File: src/rtl/div_ctrl_pkg.sv
// Shared definitions for the DIV/DIVU multi-cycle controller: FSM state
// encoding, handshake levels and the ALU op codes EX uses to launch it.
package div_ctrl_pkg;

  // Controller states; the encoding is visible to EX debug logic, so keep it.
  typedef enum logic [1:0] {
    DIV_FREE    = 2'b00,
    DIV_BY_ZERO = 2'b01,
    DIV_ON      = 2'b10,
    DIV_END     = 2'b11
  } div_state_e;

  // Handshake levels as seen by EX.
  localparam logic DIV_RESULT_READY     = 1'b1;
  localparam logic DIV_RESULT_NOT_READY = 1'b0;
  localparam logic DIV_START            = 1'b1;
  localparam logic DIV_STOP             = 1'b0;

  // ALU op codes decoded by ID for the two divide flavours.
  localparam logic [7:0] EXE_DIV_OP  = 8'b0001_1010;
  localparam logic [7:0] EXE_DIVU_OP = 8'b0001_1011;

  // Width of the HI/LO double register bus.
  localparam int DOUBLE_REG_W = 64;

endpackage

File: src/rtl/div_step.sv
// One radix-2 restoring division iteration. The partial remainder is shifted
// left with the next dividend bit, the divisor is trial-subtracted over
// DATA_W+1 bits, and the borrow selects between difference and shifted value.
module div_step
  import div_ctrl_pkg::*;
#(
  parameter int DATA_W = 32
) (
  input  logic [DATA_W-1:0] rem,
  input  logic              bit_in,
  input  logic [DATA_W-1:0] divisor,
  output logic [DATA_W-1:0] rem_next,
  output logic              q_bit
);

  logic [DATA_W:0] diff;

  // Since rem < divisor, the shifted value is below 2*divisor, so a
  // DATA_W+1 bit subtraction never loses a significant bit; its MSB is the borrow.
  assign diff     = {rem, bit_in} - {1'b0, divisor};
  assign q_bit    = ~diff[DATA_W];
  assign rem_next = q_bit ? diff[DATA_W-1:0] : {rem[DATA_W-2:0], bit_in};

endmodule

File: src/rtl/div_ctrl.sv
// DIV/DIVU sequencer beside EX. Operands are latched as magnitudes, divided
// by 32 restoring steps (one per cycle), then sign-fixed into {HI, LO}.
module div_ctrl
  import div_ctrl_pkg::*;
#(
  parameter int DATA_W = 32,
  parameter int CNT_W  = 6
) (
  input  logic                clk,
  input  logic                rst,
  input  logic                start_i,
  input  logic                annul_i,
  input  logic                signed_div_i,
  input  logic [DATA_W-1:0]   opdata1_i,
  input  logic [DATA_W-1:0]   opdata2_i,
  output logic [2*DATA_W-1:0] result_o,
  output logic                ready_o,
  output logic                busy_o
);

  div_state_e          state, state_nxt;
  logic [CNT_W-1:0]    cnt;
  logic [DATA_W-1:0]   rem_r;   // partial remainder
  logic [DATA_W-1:0]   dvd_r;   // dividend bits shifting out, quotient bits shifting in
  logic [DATA_W-1:0]   dvs_r;   // divisor magnitude
  logic                neg_q, neg_r;
  logic [2*DATA_W-1:0] res_r;

  logic                sign1, sign2;
  logic [DATA_W-1:0]   op1_abs, op2_abs;
  logic [DATA_W-1:0]   rem_nxt, q_full, rem_fix, quo_fix;
  logic                q_bit, last;

  // Magnitudes for the signed flavour; -0x80000000 wraps to itself, which is
  // exactly the unsigned magnitude we need.
  assign sign1   = signed_div_i & opdata1_i[DATA_W-1];
  assign sign2   = signed_div_i & opdata2_i[DATA_W-1];
  assign op1_abs = sign1 ? -opdata1_i : opdata1_i;
  assign op2_abs = sign2 ? -opdata2_i : opdata2_i;

  div_step #(.DATA_W(DATA_W)) u_step (
    .rem      (rem_r),
    .bit_in   (dvd_r[DATA_W-1]),
    .divisor  (dvs_r),
    .rem_next (rem_nxt),
    .q_bit    (q_bit)
  );

  assign q_full  = {dvd_r[DATA_W-2:0], q_bit};
  assign last    = (cnt == CNT_W'(DATA_W-1));
  assign rem_fix = neg_r ? -rem_nxt : rem_nxt;
  assign quo_fix = neg_q ? -q_full  : q_full;

  // State register.
  always_ff @(posedge clk or negedge rst) begin
    if (!rst) state <= DIV_FREE;
    else      state <= state_nxt;
  end

  // Next-state logic; a flush overrides everything.
  always_comb begin
    state_nxt = state;
    unique case (state)
      DIV_FREE:    if (start_i) state_nxt = (opdata2_i == '0) ? DIV_BY_ZERO : DIV_ON;
      DIV_BY_ZERO: state_nxt = DIV_END;
      DIV_ON:      if (last) state_nxt = DIV_END;
      DIV_END:     if (!start_i) state_nxt = DIV_FREE;
      default:     state_nxt = DIV_FREE;
    endcase
    if (annul_i) state_nxt = DIV_FREE;
  end

  // Operand latch, iteration datapath and final sign fixup.
  always_ff @(posedge clk or negedge rst) begin
    if (!rst) begin
      cnt   <= '0;
      rem_r <= '0;
      dvd_r <= '0;
      dvs_r <= '0;
      neg_q <= 1'b0;
      neg_r <= 1'b0;
      res_r <= '0;
    end else if (annul_i) begin
      cnt   <= '0;
      res_r <= '0;
    end else begin
      unique case (state)
        DIV_FREE: begin
          if (start_i) begin
            cnt   <= '0;
            rem_r <= '0;
            dvd_r <= op1_abs;
            dvs_r <= op2_abs;
            neg_q <= sign1 ^ sign2;
            neg_r <= sign1;
            res_r <= '0;
          end
        end
        DIV_BY_ZERO: res_r <= '0;
        DIV_ON: begin
          rem_r <= rem_nxt;
          dvd_r <= q_full;
          cnt   <= cnt + 1'b1;
          if (last) begin
            cnt   <= '0;
            res_r <= {rem_fix, quo_fix};
          end
        end
        default: ;
      endcase
    end
  end

  // The result is only presented while it is valid.
  assign ready_o  = (state == DIV_END) ? DIV_RESULT_READY : DIV_RESULT_NOT_READY;
  assign busy_o   = (state == DIV_ON) || (state == DIV_BY_ZERO);
  assign result_o = (state == DIV_END) ? res_r : '0;

endmodule

File: config.mk
export PLATFORM = sky130hd
export DESIGN_NAME = div_ctrl
export DESIGN_NICKNAME = d
export VERILOG_FILES = /design/src/rtl/div_ctrl_pkg.sv /design/src/rtl/div_step.sv /design/src/rtl/div_ctrl.sv
export SDC_FILE = /design/constraint.sdc
export NUM_CORES = 1
export LEC_CHECK = 0
export CORE_ASPECT_RATIO = 2
export CORE_MARGIN = 4
export CORE_UTILIZATION = 40
export DETAILED_ROUTE_END_ITERATION = 8
export PLACE_DENSITY = 0.59
export SYNTH_ARGS = -nofsm -noshare
export SYNTH_HDL_FRONTEND = slang
export SYNTH_HIERARCHICAL = 1
export SYNTH_SLANG_ARGS = --single-unit
export TNS_END_PERCENT = 20
File: constraint.sdc
create_clock -name clk -period 4.4 [get_ports clk]
set_clock_uncertainty 0.2 [all_clocks]
set_input_delay 0.44 -clock clk [delete_from_list [all_inputs] [get_ports clk]]
set_output_delay 0.44 -clock clk [all_outputs]
set_load 0.005 [all_outputs]
==> out/results.txt, run 1 <==
Post-layout min period - 4730 ps
Top cell type's share of synthesized area - 0.350
Hold path depth - 2
Leak - 0.00697 µW
Maxcap violations - 0
Failing checks - negative setup slack
Final hold vios - 0
Critical path startpoint category - register
Crit-path slowest cell - or4_4
Commonest non-fill, non-tap cells in the layout - 235 x nand2_1, 170 x dfrtp_1, 133 x clkdlybuf4s50_1
RR Startpoint - dvs_r[0]$_DFFE_PN0P_
Routability cong. - 0.936
Post-synth EDFFs - 0
DRT antenna net count - 0
CP Cell Sequence - ha_4 -> fa_2 -> and2b_2 -> o2111ai_2 -> a21oi_2 -> o2111ai_2 -> a211oi_2 -> nor2_2 -> mux2i_1 -> and2_4 -> inv_8 -> buf_4 -> mux2_4 -> or4_4 -> nor4_4 -> nand2_2 -> buf_6 -> o41ai_2 -> xor2_1 -> o21ai_0
Initial antenna violation count - 0
Synth cell types - 77
Synth async-reset ratio - 1.00
Cell Area, Synth - 12200 µm²
Critical path type - reg2reg
DRC viols - 0
Fmax - 0.211 GHz
Final nets - 1775
Post-synthesis sequential area ratio - 0.350
Slew Limit Fails - 0
Worst-margin pin slew - 1190 ps
Syn Nets - 1567
Worst slew margin - 0.205
CP most frequent cell - o2111ai_2
Ranking of synthesized cells by area - dfrtp_1 35%, nand2_1 7.3%, xor2_1 7.3%
Gate Count Post-Synth - 1455
Clk slew on worst S/H paths - 80 ps
Initial Util - 0.405
Worst hold path type - reg2reg
Req. time, crit path - 4510 ps
R2r setup slk - -330 ps
Area growth syn-to-layout - 30.2%
Placed Instances - 2005
HP Start - res_r[2]$_DFFE_PN0P_
Max VDD drop - 0.303 mV
Reg2Reg Depth - 20
Commonest non-fill, non-tap cell in the layout - nand2_1
Dpl cell area - 14900 µm²
Post-synth top area cell - dfrtp_1
Post-route insts no fill - 2044
Clk root buf - clkbuf_16
Antenna cell count - 0
WL/cell - 20.2 µm
DIE AREA - 33400 µm²
Final setup viols - 22
Router iterations before antenna repair - 4
Num rows - 90
Width of the die - 131 µm
Routed met2 length - 24800 µm
Congestion Overflow GR - 0
Fin crit share - 1.08
Top delay family on crit path - simple AND/OR/NAND/NOR gates
Clock Latency Late Sink - 460 ps
Share of layout cells above drive strength 1 - 0.172
Clk buf depth - 2
RSZ-0062 raised after global routing - true
DRT iter0 DRCs - 477
Max Used Layer - met4
Core ar. - 30100 µm²
CTS Buf Count - 17
Max incr delay on CP - 540 ps
Detailed-route vias per instance - 5.52
H-tree depth - 4
First-pass GRT wire length - 62200 µm
Ports - 135
Hold Path End - res_r[2]$_DFFE_PN0P_
Vias in the first global route - 11500
Design Area, Final - 15800 µm²
DP HPWL - 32300 µm
WL met3 - 829 µm
Die Y - 255 µm
Critical Path End Type - register
CP max FO - 14
Clk sinks - 170
Main flop type after synthesis - dfrtp_1
Worst Path Arrival - 4840 ps
Total GRT Usage - 0.242
R2R Path End - res_r[58]$_DFFE_PN0P_
Post-Syn Area per Cell - 8.36 µm²
Metal-1 WL - 12800 µm
Final setup margin - -331 ps
Via count - 11300
Crit path buf inv count - 3
CTS tree - built
PD cells - 458 nW/µm²
Largest net degree at the start of global routing - 96
# port buffers - 134
Synthesized flop and latch total - 170
Outcome - complete, but fails checks
Detailed-route wire length - 41300 µm
Yosys warning total - 6
-- how the worst max path moves through the flow --
stage | start | end | slack, ps | cells past startpoint
after CTS | dvs_r[0]$_DFFE_PN0P_ | res_r[48]$_DFFE_PN0P_ | -330 | 20
final | dvs_r[0]$_DFFE_PN0P_ | res_r[58]$_DFFE_PN0P_ | -330 | 20
after global routing | dvs_r[0]$_DFFE_PN0P_ | res_r[58]$_DFFE_PN0P_ | -580 | 20
after global placement | dvs_r[0]$_DFFE_PN0P_ | res_r[49]$_DFFE_PN0P_ | -290 | 18
after detailed placement | dvs_r[0]$_DFFE_PN0P_ | res_r[49]$_DFFE_PN0P_ | -390 | 18
after floorplan | dvd_r[31]$_DFFE_PN0P_ | res_r[63]$_DFFE_PN0P_ | -190 | 21
-- per-stage QoR --
stage | hold slack (ps) | setup TNS [ps] | setup slack (ps) | power, µW | utilization
final | 275 | -4520 | -331 | 7250 | 0.527
after global routing | 298 | -10910 | -578 | 7630 | 0.527
after CTS | 277 | -5370 | -327 | 7070 | 0.518
after detailed placement | 259 | -6570 | -395 | 5430 | 0.495
after global placement | 254 | -4160 | -293 | 5370 | 0.495
after floorplan | -55.6 | -1230 | -188 | 4090 | -
-- logic make-up (layout without fill, tap and decap cells) --
| group | Yosys count | count (layout) | synth area share |
|---|---|---|---|
| buffers and inverters | 138 | 359 | 0.0449 |
| multiplexers | 41 | 41 | 0.0418 |
| AO/OA/AOI/OAI | 358 | 358 | 0.181 |
| adder cells (fa/ha/maj) | 43 | 43 | 0.0449 |
| AND/OR/NAND/NOR | 561 | 561 | 0.234 |
| XOR/XNOR | 144 | 144 | 0.104 |
| flip-flops | 170 | 170 | 0.350 |
-- power by group --
part / internal [µW] / switching, µW
combinational: 1460 / 1960
sequential: 1830 / 415
clock: 833 / 746
-- cells in the mapped netlist, types with 7 or more instances --
cell	n
clkbuf_1	70
or3_1	20
nor2b_1	8
nand2_1	237
mux2_4	19
o21ai_1	28
nand2b_1	7
a31oi_1	14
o41ai_1	8
xor2_1	101
nand3_1	65
nand4_1	8
o21ai_0	141
ha_1	42
and3_1	11
nor2_1	50
mux2i_1	20
nor4_1	7
xnor2_1	43
o31ai_1	36
nor3_1	22
buf_1	9
o41ai_2	7
inv_1	51
a21oi_1	64
and2_1	69
dfrtp_1	170
a21o_1	19
or4_1	12
-- layout make-up --
cell class | count | area, µm²
Tap cell | 368 | 460
Sequential cell | 170 | 4250
Multi-Input combinational cell | 1147 | 7820
Clock inverter | 14 | 174
Clock buffer | 18 | 439
Fill cell | 2894 | 14200
Inverter | 52 | 203
Timing Repair Buffer | 275 | 2480
-- state kept, by name, summed over array words and instances, names as in the netlist --
| name | count |
|---|---|
| cnt | 6 |
| dvd_r | 32 |
| dvs_r | 32 |
| neg_q | 1 |
| neg_r | 1 |
| rem_r | 32 |
| res_r | 64 |
| state | 2 |
-- tightest hold or removal path, cell delays in order (launching register included) --
cell and delay (ps):
dfrtp_1 340, nand2_1 50, o31ai_1 50
-- repair_timing --
item / CTS / global route
pin swaps: 6 / 23
hold buffers: 1 / 0
setup endpoints to repair: 33 / 44
buffers inserted: 3 / 3
hold endpoints to repair: 94 / 0
cloned: 0 / 0
gates resized for setup: 15 / 50
-- routing by layer --
metal  track usage  up-vias
li1              -     5485
met3        0.0298      100
met1         0.203     5433
met5             0        -
met4         0.159        0
met2         0.514      255
(Power assumes the default switching activity.)
==> run 2: changes to the inputs <==
--- a/config.mk
+++ b/config.mk
@@ -6,10 +6,11 @@
 export NUM_CORES = 1
 export LEC_CHECK = 0
 export CORE_ASPECT_RATIO = 2
-export CORE_MARGIN = 4
+export CORE_MARGIN = 5
 export CORE_UTILIZATION = 40
 export DETAILED_ROUTE_END_ITERATION = 8
 export PLACE_DENSITY = 0.59
+export SLEW_MARGIN = 5
 export SYNTH_ARGS = -nofsm -noshare
 export SYNTH_HDL_FRONTEND = slang
 export SYNTH_HIERARCHICAL = 1
==> run 2 against run 1 <==
  * The run still ends with negative setup slack left
  * Routed wire length is 0.14% higher
  * Final area unchanged
  * Total power is 0.79% lower
  * Core utilization stayed put
  * Critical path type unchanged
  * Largest cell class unchanged
==> out/results.txt, run 2 (synthesis gave the netlist of run 1 again) <==
Footprint of the multi-input gates - 7720 µm² (was 7820 µm²)
Worst slew margin - 0.223 (was 0.205)
DIE AREA - 34200 µm² (was 33400 µm²)
Crit path buf inv count - 2 (was 3)
Core ar. - 30100 µm² (unchanged)
Largest net degree at the start of global routing - 86 (was 96)
Routability cong. - 0.917 (was 0.936)
H-tree depth - 4 (unchanged)
DRC viols - 0 (unchanged)
Via count - 11300 (about the same)
Post-layout min period - 4770 ps (was 4730 ps)
CTS Buf Count - 17 (unchanged)
Final setup viols - 26 (was 22)
Worst hold path type - reg2reg (unchanged)
Vias in the first global route - 11800 (was 11500)
Critical Path End Type - register (unchanged)
Max VDD drop - 0.288 mV (was 0.303 mV)
Final setup margin - -367 ps (was -331 ps)
Top delay family on crit path - simple AND/OR/NAND/NOR gates (unchanged)
Worst-margin pin slew - 1170 ps (was 1190 ps)
Clock Latency Late Sink - 460 ps (about the same)
Ports - 135 (unchanged)
Slew Limit Fails - 0 (unchanged)
DP HPWL - 32900 µm (was 32300 µm)
Design Power - 7190 µW (was 7250 µW)
Initial Util - 0.405 (unchanged)
Total GRT Usage - 0.239 (was 0.242)
Failing checks - negative setup slack (unchanged)
Largest register FFs - 64 (unchanged)
Most flops, register - res_r (unchanged)
Width of the die - 133 µm (was 131 µm)
CP most frequent cell - o2111ai_2 (unchanged)
Num rows - 90 (unchanged)
Commonest non-fill, non-tap cells in the layout - 234 x nand2_1, 169 x dfrtp_1, 148 x buf_4 (was 235 x nand2_1, 170 x dfrtp_1, 133 x clkdlybuf4s50_1)
Maxcap violations - 0 (unchanged)
CP Cell Sequence - ha_2 -> fa_2 -> and2b_1 -> o2111ai_2 -> a21oi_2 -> o2111ai_2 -> a211oi_2 -> nor2_2 -> mux2i_2 -> and2_4 -> inv_8 -> buf_12 -> mux2_4 -> or4_4 -> or3_4 -> o41ai_4 -> xor2_1 -> o21ai_1 (was ha_4 -> fa_2 -> and2b_2 -> o2111ai_2 -> a21oi_2 -> o2111ai_2 -> a211oi_2 -> nor2_2 -> mux2i_1 -> and2_4 -> inv_8 -> buf_4 -> mux2_4 -> or4_4 -> nor4_4 -> nand2_2 -> buf_6 -> o41ai_2 -> xor2_1 -> o21ai_0)
Req. time, crit path - 4510 ps (about the same)
Design Area, Final - 15800 µm² (unchanged)
Area growth syn-to-layout - 30.2% (unchanged)
Critical path startpoint category - register (unchanged)
Worst Path Arrival - 4880 ps (was 4840 ps)
Crit-path slowest cell - or4_4 (unchanged)
Share of layout cells above drive strength 1 - 0.174 (was 0.172)
DRT antenna net count - 0 (unchanged)
Final hold vios - 0 (unchanged)
RSZ-0062 raised after global routing - true (unchanged)
Leak - 0.00702 µW (was 0.00697 µW)
# port buffers - 134 (unchanged)
Router iterations before antenna repair - 5 (was 4)
Max incr delay on CP - 600 ps (was 540 ps)
Detailed-route vias per instance - 5.51 (was 5.52)
Dpl cell area - 15000 µm² (was 14900 µm²)
Critical path type - reg2reg (unchanged)
DRT iter0 DRCs - 493 (was 477)
Clk root buf - clkbuf_16 (unchanged)
First-pass GRT wire length - 63500 µm (was 62200 µm)
Die Y - 257 µm (was 255 µm)
Commonest non-fill, non-tap cell in the layout - nand2_1 (unchanged)
Placed Instances - 2017 (was 2005)
CP max FO - 9 (was 14)
Clk sinks - 170 (unchanged)
Clk slew on worst S/H paths - 70 ps (was 80 ps)
Fill cells - 2928 (was 2894)
Detailed-route wire length - 41300 µm (about the same)
Antenna cell count - 0 (unchanged)
Post-route insts no fill - 2060 (was 2044)
Sequential cell area - 4260 µm² (was 4250 µm²)
Fmax - 0.210 GHz (was 0.211 GHz)
Congestion Overflow GR - 0 (unchanged)
CTS tree - built (unchanged)
Initial antenna violation count - 0 (unchanged)
PD cells - 454 nW/µm² (was 458 nW/µm²)
Outcome - complete, but fails checks (unchanged)
Fin Hold WS - 274 ps (was 275 ps)
Clk buf depth - 2 (unchanged)
Final nets - 1791 (was 1775)
WL/cell - 20.1 µm (was 20.2 µm)
Fin crit share - 1.08 (about the same)
[run 2: cell count changes in the layout (fill, tap and decap cells not counted), moves of 3 or more]
cell     previous run  this run
o31ai_4             8         3
o21ai_1            34        28
or3_4               7         3
buf_4             131       148
o21ai_0           127       133
o31ai_2             5         9
or3_1              14        17
[run 2: power breakdown]
part | total (µW) | internal, µW | switching, µW
logic | 3380 | 1470 | 1900
clock network | 1530 | 806 | 724
registers | 2280 | 1830 | 451
total | 7190 | 4110 | 3080
[run 2: tightest hold or removal path, stage by stage, from the launching register on]
cell and delay [ps]:
dfrtp_1 340, nand2_1 50, o21ai_0 60
[run 2: cell type report]
cell class                      instances  area share
Clock buffer                           18      0.0271
Clock inverter                         14      0.0101
Inverter                               52      0.0128
Multi-Input combinational cell       1147       0.488
Sequential cell                       170       0.269
Tap cell                              368      0.0291
Timing Repair Buffer                  291       0.164
[run 2: what timing repair did]
item | CTS | global route
hold buffers | 1 | 0
hold endpoints to repair | 83 | 0
pin swaps | 13 | 13
buffers inserted | 9 | 1
resized for setup | 21 | 21
setup endpoints to repair | 40 | 51
[run 2: layer usage]
metal | wire [µm] | GRT usage | part of all wire
met5 | 0 | 0 | 0
met4 | 2730 | 0.140 | 0.066
met3 | 889 | 0.0298 | 0.022
met2 | 25100 | 0.504 | 0.61
met1 | 12600 | 0.202 | 0.30
[run 2: path summary, 6_finish.rpt]
kind / startpoint / end / slack (ps) / cells past startpoint
worst max-delay path: dvs_r[0]$_DFFE_PN0P_ / res_r[49]$_DFFE_PN0P_ / -370 / 18
worst min-delay path: res_r[59]$_DFFE_PN0P_ / res_r[59]$_DFFE_PN0P_ / 270 / 2
worst max register to register: dvs_r[0]$_DFFE_PN0P_ / res_r[49]$_DFFE_PN0P_ / -370 / 18
worst min register to register: res_r[59]$_DFFE_PN0P_ / res_r[59]$_DFFE_PN0P_ / 270 / 2
max in group asynchronous: rst / neg_r$_DFFE_PN0P_ / 2600 / 3
min in group asynchronous: rst / res_r[17]$_DFFE_PN0P_ / 420 / 2
[run 2: stage by stage]
stage | utilization | setup slack [ps] | setup TNS [ps]
global route | 0.527 | -649 | -16240
finish | 0.527 | -367 | -5550
floorplan | - | -188 | -1230
CTS | 0.523 | -337 | -6180
global placement | 0.498 | -253 | -4080
detailed placement | 0.498 | -380 | -7460
==> run 3: changes to the inputs <==
--- a/config.mk
+++ b/config.mk
@@ -9,7 +9,8 @@
 export CORE_MARGIN = 5
 export CORE_UTILIZATION = 40
 export DETAILED_ROUTE_END_ITERATION = 8
-export PLACE_DENSITY = 0.59
+export DONT_BUFFER_PORTS = 1
+export PLACE_DENSITY = 0.53
 export SLEW_MARGIN = 5
 export SYNTH_ARGS = -nofsm -noshare
 export SYNTH_HDL_FRONTEND = slang
==> run 3 against run 2 <==
  * The run ends with negative hold slack, negative setup slack left
  * Maximum frequency rose by 0.86%
  * Total power shrank 2.5%
  * First-iteration DRC count is 8.5% higher
  * Critical path depth grew 1
  * Largest power group unchanged
==> out/results.txt, run 3 (synthesis gave the netlist of run 1 again) <==
Largest register FFs - 64 (unchanged)
Slew Limit Fails - 0 (unchanged)
Clock power share - 0.223 (was 0.213)
Commonest non-fill, non-tap cells in the layout - 234 x nand2_1, 170 x dfrtp_1, 142 x buf_4 (was 234 x nand2_1, 169 x dfrtp_1, 148 x buf_4)
Max VDD drop - 0.287 mV (was 0.288 mV)
GR met3 Demand/Resource - 0.0300 (was 0.0298)
Max incr delay on CP - 590 ps (was 600 ps)
Core ar. - 30100 µm² (unchanged)
Post-layout min period - 4730 ps (was 4770 ps)
Outcome - complete, but fails checks (unchanged)
Worst Path Arrival - 4840 ps (was 4880 ps)
Initial Util - 0.405 (unchanged)
CTS tree - built (unchanged)
Top delay family on crit path - simple AND/OR/NAND/NOR gates (unchanged)
Layout Utilization - 0.487 (was 0.527)
Ports - 135 (unchanged)
Num rows - 90 (unchanged)
Total GRT Usage - 0.245 (was 0.239)
First-pass GRT wire length - 63800 µm (was 63500 µm)
DIE AREA - 34200 µm² (unchanged)
Clk sinks - 170 (unchanged)
Router iterations before antenna repair - 7 (was 5)
Fill cells - 3027 (was 2928)
Detailed-route wire length - 41900 µm (was 41300 µm)
PD cells - 479 nW/µm² (was 454 nW/µm²)
Final setup margin - -327 ps (was -367 ps)
Final setup viols - 24 (was 26)
Antenna cell count - 0 (unchanged)
Combinational power share - 0.452 (was 0.470)
Design Area, Final - 14600 µm² (was 15800 µm²)
Worst slew margin - 0.0872 (was 0.223)
Req. time, crit path - 4510 ps (about the same)
Leak - 0.00659 µW (was 0.00702 µW)
CTS Buf Count - 17 (unchanged)
Detailed-route vias per instance - 5.59 (was 5.51)
Clk slew on worst S/H paths - 80 ps (was 70 ps)
# port buffers - 0 (was 134)
Initial antenna violation count - 0 (unchanged)
Global route hottest layer - met2 (unchanged)
CP Cell Sequence - ha_2 -> fa_2 -> and2b_1 -> o2111ai_2 -> a21oi_2 -> o2111ai_2 -> a211oi_2 -> nor2_2 -> mux2i_1 -> and2_4 -> inv_8 -> buf_12 -> mux2_4 -> or4_4 -> nor4_4 -> nand2_2 -> o41ai_4 -> xor2_1 -> o21ai_1 (was ha_2 -> fa_2 -> and2b_1 -> o2111ai_2 -> a21oi_2 -> o2111ai_2 -> a211oi_2 -> nor2_2 -> mux2i_2 -> and2_4 -> inv_8 -> buf_12 -> mux2_4 -> or4_4 -> or3_4 -> o41ai_4 -> xor2_1 -> o21ai_1)
Switching power total - 3030 µW (was 3080 µW)
Congestion Overflow GR - 0 (unchanged)
Die Y - 257 µm (unchanged)
Via count - 10900 (was 11300)
H-tree depth - 4 (unchanged)
Reg2Reg Depth - 19 (was 18)
Worst-margin pin slew - 1370 ps (was 1170 ps)
Sequential cell area - 4250 µm² (was 4260 µm²)
WP depth - 19 (was 18)
Fmax - 0.212 GHz (was 0.210 GHz)
Share of power burned in registers - 0.325 (was 0.317)
Critical path type - reg2reg (unchanged)
Maxcap violations - 0 (unchanged)
Most flops, register - res_r (unchanged)
Final nets - 1675 (was 1791)
DRT iter0 DRCs - 535 (was 493)
Width of the die - 133 µm (unchanged)
Critical Path End Type - register (unchanged)
Largest net degree at the start of global routing - 171 (was 86)
DP Worst Slack - -369 ps (was -380 ps)
WL/cell - 21.5 µm (was 20.1 µm)
Crit-path slowest cell - or4_4 (unchanged)
Clk buf depth - 2 (unchanged)
CP most frequent cell - o2111ai_2 (unchanged)
Dpl cell area - 13500 µm² (was 15000 µm²)
Footprint of the multi-input gates - 7700 µm² (was 7720 µm²)
RSZ-0062 raised after global routing - true (unchanged)
Met1 usage - 0.208 (was 0.202)
Sw Share - 0.432 (was 0.428)
Failing checks - negative hold slack, negative setup slack (was negative setup slack)
Crit path buf inv count - 2 (unchanged)
Worst hold path type - in2async (was reg2reg)
Critical path startpoint category - register (unchanged)
Met2 GRT Util - 0.507 (was 0.504)
P_int - 3980 µW (was 4110 µW)
Clk root buf - clkbuf_16 (unchanged)
Area growth syn-to-layout - 20.4% (was 30.2%)
DRT antenna net count - 0 (unchanged)
CP max FO - 10 (was 9)
Share of layout cells above drive strength 1 - 0.178 (was 0.174)
Commonest non-fill, non-tap cell in the layout - nand2_1 (unchanged)
Vias in the first global route - 11300 (was 11800)
Fin crit share - 1.07 (was 1.08)
Clock Latency Late Sink - 460 ps (about the same)
DP HPWL - 32400 µm (was 32900 µm)
Design Power - 7010 µW (was 7190 µW)
Final hold vios - 170 (was 0)
DRC viols - 0 (unchanged)
Routability cong. - 0.904 (was 0.917)
Fin Hold WS - -520 ps (was 274 ps)
==> run 3: per-layer routing <==
metal,vias up,wire length [µm]
met3,96,914
met2,227,25200
met5,-,0
met1,5277,12700
li1,5276,-
met4,0,3040
==> run 3: power by group through the flow <==
stage / clock (µW) / sequential (µW) / combinational (µW)
after floorplan: 0 / 2060 / 2030
after global routing: 1650 / 2310 / 3460
after detailed placement: 0 / 2290 / 3020
after CTS: 1600 / 2270 / 3090
after global placement: 0 / 2290 / 3000
final: 1560 / 2280 / 3170
==> run 3: timing repair <==
item / 4_1_cts / 5_1_grt
gates resized for setup: 10 / 30
hold buffers: 28 / 2
setup endpoints to repair: 32 / 44
pin swaps: 5 / 17
endpoints found under the hold margin: 198 / 172
buffers inserted: 5 / 2
==> run 3: final timing paths <==
kind                                       start                     to  slack, ps
min in group clk                   opdata2_i[23]  dvs_r[23]$_DFFE_PN0P_         10
hold reg to reg            res_r[55]$_DFFE_PN0P_  res_r[55]$_DFFE_PN0P_        270
setup reg to reg            dvs_r[0]$_DFFE_PN0P_  res_r[58]$_DFFE_PN0P_       -330
max in group asynchronous                    rst  dvs_r[23]$_DFFE_PN0P_       4180
setup / recovery            dvs_r[0]$_DFFE_PN0P_  res_r[58]$_DFFE_PN0P_       -330
hold / removal                               rst  res_r[52]$_DFFE_PN0P_       -520
==> run 3: worst register-to-register path, stage by stage, from the launching register on <==
cell	delay [ps]
dfrtp_1	380
ha_2	200
fa_2	340
and2b_1	230
o2111ai_2	130
a21oi_2	190
o2111ai_2	150
a211oi_2	240
nor2_2	80
mux2i_1	190
and2_4	220
inv_8	60
buf_12	140
mux2_4	300
or4_4	590
nor4_4	220
nand2_2	170
o41ai_4	320
xor2_1	170
o21ai_1	70
==> run 3: cell type report <==
type | instances | area share
clock buffers | 18 | 0.0300
clock inverters | 14 | 0.0116
well taps | 368 | 0.0314
flip-flops and latches | 170 | 0.290
multi-input cells | 1147 | 0.526
repair buffers | 175 | 0.0968
inverters | 52 | 0.0138
==> run 3: metrics by stage <==
| step | TNS (ps) | cells |
|---|---|---|
| floorplan | -1230 | 1455 |
| global placement | -4510 | 1875 |
| detailed placement | -6460 | 1875 |
| CTS | -6330 | 1940 |
| global route | -13010 | 1944 |
| finish | -4920 | 1944 |
